**config.mk**
```make
export PLATFORM = sky130hd
export DESIGN_NAME = stage4_defast_sched
export DESIGN_NICKNAME = d
export VERILOG_FILES = /design/src/rtl/stage4_defast_sched.sv
export SDC_FILE = /design/constraint.sdc
export NUM_CORES = 1
export LEC_CHECK = 0
export CAP_MARGIN = 20
export CORE_AREA = 2 2 532 534
export DETAILED_ROUTE_END_ITERATION = 8
export DIE_AREA = 0 0 534 536
export GPL_ROUTABILITY_DRIVEN = 0
export GPL_TIMING_DRIVEN = 0
export PLACE_DENSITY = 0.3
export SYNTH_ARGS = -nofsm -noshare
export SYNTH_HDL_FRONTEND = slang
export SYNTH_SLANG_ARGS = --single-unit
```
**constraint.sdc**
```tcl
create_clock -name clk -period 16.7 [get_ports clk]
set_input_delay 4.175 -clock clk [delete_from_list [all_inputs] [get_ports clk]]
set_output_delay 4.175 -clock clk [all_outputs]
set_load 0.005 [all_outputs]
```
**src/rtl/stage4_defast_sched.sv**
```systemverilog
// rtl/stage4_defast_sched.sv - stage-4 FAST de-templating sequencer and copy-dictionary owner
module stage4_defast_sched #(
    parameter int                FAST_BITS       = 344,
    parameter int                MSG_BITS        = 280,
    parameter logic [7:0]        PID_RST         = 8'h00,
    parameter logic [7:0]        MC_RST          = 8'h00,
    parameter logic [7:0]        MT_RST          = 8'h00,
    parameter logic [MSG_BITS-1:0] DEFAULT_MESSAGE = {MSG_BITS{1'b0}}
) (
    input  logic                 clk,
    input  logic                 rst,
    input  logic                 in_valid,
    output logic                 in_ready,
    input  logic [1:0]           in_count,
    input  logic [FAST_BITS-1:0] in_msg_1,
    input  logic [FAST_BITS-1:0] in_msg_2,
    input  logic [FAST_BITS-1:0] in_msg_3,
    input  logic                 dict_clear,
    output logic                 out_valid,
    input  logic                 out_ready,
    output logic [MSG_BITS-1:0]  out_msg,
    output logic [1:0]           out_slot,
    output logic                 out_err,
    output logic [7:0]           field_PID1,
    output logic [7:0]           field_MC1,
    output logic [7:0]           field_MT1
);
    localparam int P = FAST_BITS - 17;

    typedef enum logic {IDLE, RUN} state_t;
    state_t state_q, state_d;

    logic [FAST_BITS-1:0] msg1_q, msg2_q, msg3_q, cur_msg;
    logic [1:0]           idx_q, cnt_q;
    logic [7:0]           pid_q, mc_q, mt_q;
    logic                 load;

    logic [15:0]          pmap;
    logic                 legal;
    logic [7:0]           e0, e1, e2, pid_v, mc_v, mt_v;
    logic [1:0]           n;
    logic [63:0]          body;
    logic [MSG_BITS-1:0]  dec_msg;
    logic                 unused_low;

    assign load     = (state_q == RUN) && (!out_valid || out_ready);
    assign in_ready = (state_q == IDLE);

    always_comb begin
        state_d = state_q;
        case (state_q)
            IDLE: if (in_valid && in_count != 2'd0) state_d = RUN;
            RUN:  if (load && idx_q == cnt_q)       state_d = IDLE;
            default: state_d = IDLE;
        endcase
    end

    always_comb begin
        case (idx_q)
            2'd2:    cur_msg = msg2_q;
            2'd3:    cur_msg = msg3_q;
            default: cur_msg = msg1_q;
        endcase
    end

    // Explicit bytes pack from the top of the payload; n counts those already consumed.
    always_comb begin
        pmap  = cur_msg[FAST_BITS-1 -: 16];
        legal = pmap[15] && (pmap[11:0] == 12'h000);
        e0    = cur_msg[P   -: 8];
        e1    = cur_msg[P-8 -: 8];
        e2    = cur_msg[P-16 -: 8];
        n     = 2'd0;
        pid_v = pid_q;
        mc_v  = mc_q;
        mt_v  = mt_q;
        if (!pmap[14]) begin
            pid_v = e0;
            n     = 2'd1;
        end
        if (!pmap[13]) begin
            mc_v = (n == 2'd0) ? e0 : e1;
            n    = n + 2'd1;
        end
        if (!pmap[12]) begin
            mt_v = (n == 2'd0) ? e0 : (n == 2'd1) ? e1 : e2;
            n    = n + 2'd1;
        end
        case (n)
            2'd0:    body = cur_msg[P    -: 64];
            2'd1:    body = cur_msg[P-8  -: 64];
            2'd2:    body = cur_msg[P-16 -: 64];
            default: body = cur_msg[P-24 -: 64];
        endcase
        dec_msg = legal ? {pid_v, mc_v, mt_v, 8'h00, body, {(MSG_BITS-96){1'b0}}}
                        : DEFAULT_MESSAGE;
    end

    assign unused_low = ^cur_msg[P-88:0];

    always_ff @(posedge clk or posedge rst) begin
        if (rst) begin
            state_q <= IDLE;
            idx_q   <= 2'd0;
            cnt_q   <= 2'd0;
            msg1_q  <= '0;
            msg2_q  <= '0;
            msg3_q  <= '0;
        end else begin
            state_q <= state_d;
            if (state_q == IDLE && in_valid) begin
                msg1_q <= in_msg_1;
                msg2_q <= in_msg_2;
                msg3_q <= in_msg_3;
                cnt_q  <= in_count;
                idx_q  <= 2'd1;
            end else if (load && idx_q != cnt_q) begin
                idx_q <= idx_q + 2'd1;
            end
        end
    end

    always_ff @(posedge clk or posedge rst) begin
        if (rst) begin
            out_valid <= 1'b0;
            out_msg   <= '0;
            out_slot  <= 2'd0;
            out_err   <= 1'b0;
        end else if (load) begin
            out_valid <= 1'b1;
            out_msg   <= dec_msg;
            out_slot  <= idx_q;
            out_err   <= !legal;
        end else if (out_valid && out_ready) begin
            out_valid <= 1'b0;
        end
    end

    // Clear beats a concurrent load; the loaded message already saw the old dictionary.
    always_ff @(posedge clk or posedge rst) begin
        if (rst) begin
            pid_q <= PID_RST;
            mc_q  <= MC_RST;
            mt_q  <= MT_RST;
        end else if (dict_clear) begin
            pid_q <= PID_RST;
            mc_q  <= MC_RST;
            mt_q  <= MT_RST;
        end else if (load && legal) begin
            pid_q <= pid_v;
            mc_q  <= mc_v;
            mt_q  <= mt_v;
        end
    end

    assign field_PID1 = pid_q;
    assign field_MC1  = mc_q;
    assign field_MT1  = mt_q;
endmodule

```
==> impl_metrics.env, run 1 <==
export IMPL_p_per_area_nw_per_um2=221
export IMPL_worstMarginPinSlew_ps=1210
export IMPL_drive_gt1_share_pct=24.8
export IMPL_die_x_um=534
export IMPL_io_pins=1348
export IMPL_leakage_uw=0.0134
export IMPL_setup_violations=0
export IMPL_post_dp_hpwl_mm=119
export IMPL_period_share_pct=41.1
export IMPL_cp_start_kind="input port"
export IMPL_synth_ff_type="dfrtp_1"
export IMPL_reg2reg_depth=13
export IMPL_stdcell_area_um2=34000
export IMPL_cts_hold_buf=0
export IMPL_grt_first_pass_wirelength_mm=185
export IMPL_async_flop_share_pct=100
export IMPL_io_buffers=435
export IMPL_clock_skew_ps=56.2
export IMPL_final_hold_viol_count=0
export IMPL_drtIter0Drc=938
export IMPL_overflow=0
export IMPL_die_h_um=536
export IMPL_cp_slowest_stage_delay_ps=830
export IMPL_cts_htree_levels=3
export IMPL_first_pass_iters=5
export IMPL_clock_root_buffer="clkbuf_16"
export IMPL_layout_nets=3770
export IMPL_worst_endpoint_required_ps=17270
export IMPL_fmax_mhz=146
export IMPL_hold_depth=2
export IMPL_die_area_um2=286000
export IMPL_dr_total_vias=18400
export IMPL_postSynthCellCount=2012
export IMPL_min_from="out_msg[279]$_DFFE_PP0P_"
export IMPL_yosysWarnings=0
export IMPL_fin_hold_ws_ps=468
export IMPL_wirelength_mm=144
export IMPL_syn_mean_instance_area_um2=10.8
export IMPL_r2r_end="out_msg[187]$_DFFE_PP0P_"
export IMPL_postPlaceCellArea_um2=31700
export IMPL_path_max_fanout=10
export IMPL_hold_path_end="out_msg[279]$_DFFE_PP0P_"
export IMPL_most_common_layout_cells="clkdlybuf4s50_1, dfrtp_1, mux2_2"
export IMPL_met3_length_mm=16.6
export IMPL_fin_util_pct=12.1
export IMPL_antenna_found_initial=109
export IMPL_grt_usage_pct=9.81
export IMPL_yosysSeqAreaShare_pct=50.0
export IMPL_relSlewSlack_pct=19.3
export IMPL_route_met2_wl_mm=61.1
export IMPL_rows=195
export IMPL_final_common_cell="clkdlybuf4s50_1"
export IMPL_post_drt_wl_per_cell_um=22.1
export IMPL_drc_errors=0
export IMPL_top_layer="met5"
export IMPL_synth_seq_cells=433
export IMPL_cts_buffers=68
export IMPL_grt_pass1_vias=18400
export IMPL_detail_route_antenna_nets=0
export IMPL_wl_met1_mm=60.6
export IMPL_detail_route_vias_per_cell=2.82
export IMPL_synth_edf_count=0
export IMPL_status="completed"
export IMPL_path_class="input port to flip-flop"
export IMPL_grt_start_max_net_pins=104
export IMPL_min_path_type="flip-flop to flip-flop"
export IMPL_path_cells="clkdlybuf4s50_1, nor2b_1, clkbuf_1, clkbuf_2, clkbuf_1, mux2_2"
export IMPL_synth_area_um2=21700
export IMPL_clk_pin_slew_ps=50
export IMPL_cts_resized=0
export IMPL_drv_slew=0
export IMPL_max_cap_viol_count=0
export IMPL_rsz0062_at_grt="no"
export IMPL_critPathCaptureType="flip-flop"
export IMPL_cts_sinks=433
export IMPL_synth_distinct_cells=49
export IMPL_initial_core_util_pct=7.72
export IMPL_core_area_um2=281000
export IMPL_critical_path_arrival_ps=7430
export IMPL_syn_to_final_growth_pct=56.6
export IMPL_cts_tree="built"
export IMPL_clkLatencyLatePin_ps=690
export IMPL_reg2reg_slack_ps=11240
export IMPL_r2r_start="idx_q[0]$_DFFE_PP0P_"
export IMPL_worst_path_most_repeated_cell="clkbuf_1"
export IMPL_vdd_drop_max_mv=0.0981
export IMPL_critPathSlowestCell="clkbuf_1"
export IMPL_finalCriticalPeriod_ps=6860
export IMPL_clockBufferDepth=3
export IMPL_post_cts_buffers=0
## area by class of cell
cell class,count,area [um2]
Buffer,339,2080
Multi-Input combinational cell,1375,9280
Clock inverter,19,169
Clock buffer,98,2000
Timing Repair Buffer,453,4650
Antenna cell,17,42.5
Inverter,56,218
Sequential cell,433,10800
Tap cell,3743,4680
Fill cell,32000,247000
## report_power, final
| part | switching [uW] | total, uW | internal [uW] |
|---|---|---|---|
| Sequential | 312 | 1840 | 1520 |
| Clock | 605 | 1450 | 845 |
| Combinational | 2850 | 4210 | 1360 |
| Total | 3770 | 7490 | 3730 |
## sequential cells by signal, indices dropped and copies added, names as in the netlist
register	count
msg1_q	104
msg2_q	104
msg3_q	104
out_msg	88
field_MC1	8
field_MT1	8
field_PID1	8
cnt_q	2
idx_q	2
out_slot	2
out_err	1
out_valid	1
state_q	1
## cells by family after synthesis
family,synth area share [%]
XOR/XNOR,0.0808
other,0.0173
flip-flops,50.0
buffers and inverters,10.5
AO/OA/AOI/OAI,15.5
AND/OR/NAND/NOR,6.05
multiplexers,17.6
adder cells (fa/ha/maj),0.289
## per-stage QoR
| step | total power (uW) | instances | setup slack [ps] | setup TNS, ps |
|---|---|---|---|---|
| finish | 7490 | 6533 | 9840 | 0 |
| global route | 8040 | 6520 | 9600 | 0 |
| CTS | 7680 | 6514 | 9610 | 0 |
| detailed placement | 6160 | 6397 | 8840 | 0 |
| global placement | 6090 | 6381 | -8620 | -3610950 |
| floorplan | 3940 | 2203 | 465 | 0 |
## synthesized netlist by cell type (all sizes together), types with 8 or more instances
| cell | instances | share of area [%] |
|---|---|---|
| a211oi | 23 | 0.80 |
| buf | 246 | 7.9 |
| inv | 56 | 0.97 |
| nor2 | 54 | 0.93 |
| a22oi | 15 | 0.54 |
| o21ai | 182 | 4.2 |
| clkbuf | 93 | 1.6 |
| and3 | 8 | 0.23 |
| o31ai | 52 | 1.8 |
| mux2 | 318 | 17 |
| nor4 | 14 | 0.40 |
| mux2i | 23 | 1.1 |
| dfrtp | 433 | 50 |
| nand2 | 139 | 2.4 |
| a22o | 78 | 3.2 |
| a32oi | 9 | 0.36 |
| a21oi | 150 | 3.5 |
| nand3 | 66 | 1.5 |
| a31oi | 16 | 0.46 |
## worst max-delay path: cells and delay by family
family / cells / cell delay, ps
buffers and inverters: 4 / 2660
multiplexers: 1 / 410
AND/OR/NAND/NOR: 1 / 120
## worst max-delay path by stage
stage              from                 endpoint  slack [ps]  cells after the start
6_report       in_valid  msg2_q[337]$_DFFE_PP0P_        9840                      6
3_3_place_gp        rst  msg3_q[241]$_DFFE_PP0P_       -8620                      2
2_1_floorplan       rst     cnt_q[0]$_DFFE_PP0P_         460                      1
5_1_grt        in_valid  msg1_q[310]$_DFFE_PP0P_        9600                      6
3_5_place_dp   in_valid  msg2_q[337]$_DFFE_PP0P_        8840                      6
4_1_cts        in_valid  msg1_q[312]$_DFFE_PP0P_        9610                      6
## layer usage
layer | up-vias | global-route usage, %
li1 | 8280 | -
met1 | 9001 | 12.0
met2 | 784 | 14.6
met3 | 249 | 5.06
met4 | 116 | 3.42
met5 | - | 0
(Power assumes the default switching activity.)
==> run 2, diff against run 1 <==
- CORE_AREA: 2 2 532 534 -> 2 2 519 521
- DIE_AREA: 0 0 534 536 -> 0 0 521 523
- clock period: 16.7 -> 6.5 ns (I/O delays scaled with it)
==> run 2 against run 1 <==
  * Worst setup slack worse by 8600 ps
  * Largest power group unchanged
  * Highest routed layer unchanged
  * Cell count fell by 2.9%
  * Hold slack improved by 11 ps
  * Global-route usage up 0.33 points
  * First-iteration DRC count rose by 11%
  * Register-to-register slack lost 10000 ps
  * Sequential share of layout area up 0.059 points
  * Sequential power rose to 2.6 times the previous value
  * Total power rose to 2.6 times the previous value
  * Sequential cell count unchanged
==> impl_metrics.env, run 2 (same netlist as run 1, synthesis figures left out) <==
export IMPL_fmax_mhz=189
export IMPL_drive_gt1_share_pct=25.1
export IMPL_cts_sinks=433
export IMPL_reg2reg_depth=14
export IMPL_syn_to_final_growth_pct=56.3
export IMPL_worst_endpoint_required_ps=7050
export IMPL_totalNegativeSetupSlack_ps=0
export IMPL_core_area_um2=267000
export IMPL_io_pins=1348
export IMPL_rows=190
export IMPL_clock_root_buffer="clkbuf_16"
export IMPL_rsz0062_at_grt="no"
export IMPL_post_drt_wl_per_cell_um=22.3
export IMPL_final_hold_viol_count=0
export IMPL_cp_start_kind="flip-flop"
export IMPL_cts_buffers=68
export IMPL_die_area_um2=272000
export IMPL_relSlewSlack_pct=24.7
export IMPL_top_layer="met5"
export IMPL_path_delay_family="buffers and inverters"
export IMPL_finalCriticalPeriod_ps=5290
export IMPL_cts_hold_buf=0
export IMPL_grt_pass1_vias=18400
export IMPL_cts_tree="built"
export IMPL_clkLatencyLatePin_ps=710
export IMPL_path_max_fanout=11
export IMPL_drv_slew=0
export IMPL_grt_usage_pct=10.1
export IMPL_clk_pin_slew_ps=50
export IMPL_dr_total_vias=18300
export IMPL_hold_depth=2
export IMPL_wl_met1_mm=60.4
export IMPL_status="completed"
export IMPL_path_cells="inv_1, ha_1, buf_2, buf_1, a22o_1, a21oi_1, buf_2, ha_1, inv_2, nand3_1, clkbuf_1, nand3_1, a21oi_1, o31ai_1"
export IMPL_period_share_pct=81.3
export IMPL_critical_path_arrival_ps=5840
export IMPL_setup_violations=0
export IMPL_met3_length_mm=13.7
export IMPL_cts_resized=0
export IMPL_drtIter0Drc=1040
export IMPL_path_class="flip-flop to flip-flop"
export IMPL_leakage_uw=0.0135
export IMPL_detail_route_vias_per_cell=2.89
export IMPL_wirelength_mm=142
export IMPL_grt_start_max_net_pins=37
export IMPL_worstSetupPathDepth=14
export IMPL_clockBufferDepth=3
export IMPL_cts_htree_levels=3
export IMPL_route_met2_wl_mm=63.0
export IMPL_cp_slowest_stage_delay_ps=720
export IMPL_vdd_drop_max_mv=0.309
export IMPL_fin_hold_ws_ps=478
export IMPL_clock_skew_ps=52.1
export IMPL_critPathSlowestCell="buf_1"
export IMPL_overflow=0
export IMPL_postPlaceCellArea_um2=31600
export IMPL_min_path_type="flip-flop to flip-flop"
export IMPL_final_common_cell="clkdlybuf4s50_1"
export IMPL_place_ws_ps=1030
export IMPL_fill_cells=30400
export IMPL_worstMarginPinSlew_ps=1120
export IMPL_antenna_found_initial=98
export IMPL_io_buffers=435
export IMPL_die_h_um=523
export IMPL_max_cap_viol_count=0
export IMPL_post_cts_buffers=0
export IMPL_stdcell_area_um2=33900
export IMPL_die_x_um=521
export IMPL_grt_first_pass_wirelength_mm=182
export IMPL_post_dp_hpwl_mm=118
export IMPL_first_pass_iters=8
export IMPL_initial_core_util_pct=8.12
export IMPL_drc_errors=0
export IMPL_p_per_area_nw_per_um2=567
export IMPL_path_buf_inv=6
export IMPL_critPathCaptureType="flip-flop"
export IMPL_fin_ws_ps=1210
export IMPL_layout_nets=3774
export IMPL_detail_route_antenna_nets=0
export IMPL_reg_largest_list="msg1_q x104, msg2_q x104, msg3_q x104"
export IMPL_most_common_layout_cells="clkdlybuf4s50_1, dfrtp_1, mux2_2"
run 2: path summary, 6_finish.rpt:
check	end	slack, ps	startpoint
worst max-delay path	out_msg[222]$_DFFE_PP0P_	1210	idx_q[0]$_DFFE_PP0P_
worst min-delay path	out_msg[266]$_DFFE_PP0P_	480	out_msg[266]$_DFFE_PP0P_
worst max register to register	out_msg[222]$_DFFE_PP0P_	1210	idx_q[0]$_DFFE_PP0P_
worst min register to register	out_msg[266]$_DFFE_PP0P_	480	out_msg[266]$_DFFE_PP0P_
max in group asynchronous	msg3_q[240]$_DFFE_PP0P_	3220	rst
min in group asynchronous	msg2_q[329]$_DFFE_PP0P_	1380	rst
run 2: final cells by class:
| type | instances | area (um2) | share of cell area (%) |
|---|---|---|---|
| inverter | 56 | 214 | 0.631 |
| antenna | 18 | 45.0 | 0.133 |
| multi-input combinational | 1375 | 9280 | 27.4 |
| clock buffer | 92 | 1990 | 5.86 |
| clock inverter | 24 | 241 | 0.713 |
| tap | 3552 | 4440 | 13.1 |
| sequential | 433 | 10800 | 32.0 |
| timing repair buffer | 457 | 4760 | 14.0 |
| buffer | 339 | 2080 | 6.14 |
run 2: power breakdown:
| group | switching (uW) | leakage (uW) | internal, uW |
|---|---|---|---|
| combinational | 7250 | 0.00703 | 3450 |
| clock | 1550 | 0.00111 | 2260 |
| sequential | 790 | 0.00533 | 3910 |
run 2: worst min-delay path, delay by kind of cell, from the launching register on:
kind	cells	cell delay, ps
AOI/OAI and AO/OA	1	60
DFF	1	340
and+or+nand+nor	1	50
run 2: metrics by stage:
step	cells	power, uW	utilization [%]
2_1_floorplan	2203	10100	-
3_3_place_gp	6190	15600	11.7
3_5_place_dp	6212	15700	11.8
4_1_cts	6328	19700	12.7
5_1_grt	6330	20600	12.7
6_report	6346	19200	12.7
run 2: metal layers:
metal  vias up  global-route usage (%)
met1      8945                    12.5
met2       729                    15.9
met3       240                    4.45
met4       106                    3.13
li1       8289                       -
met5         -                       0
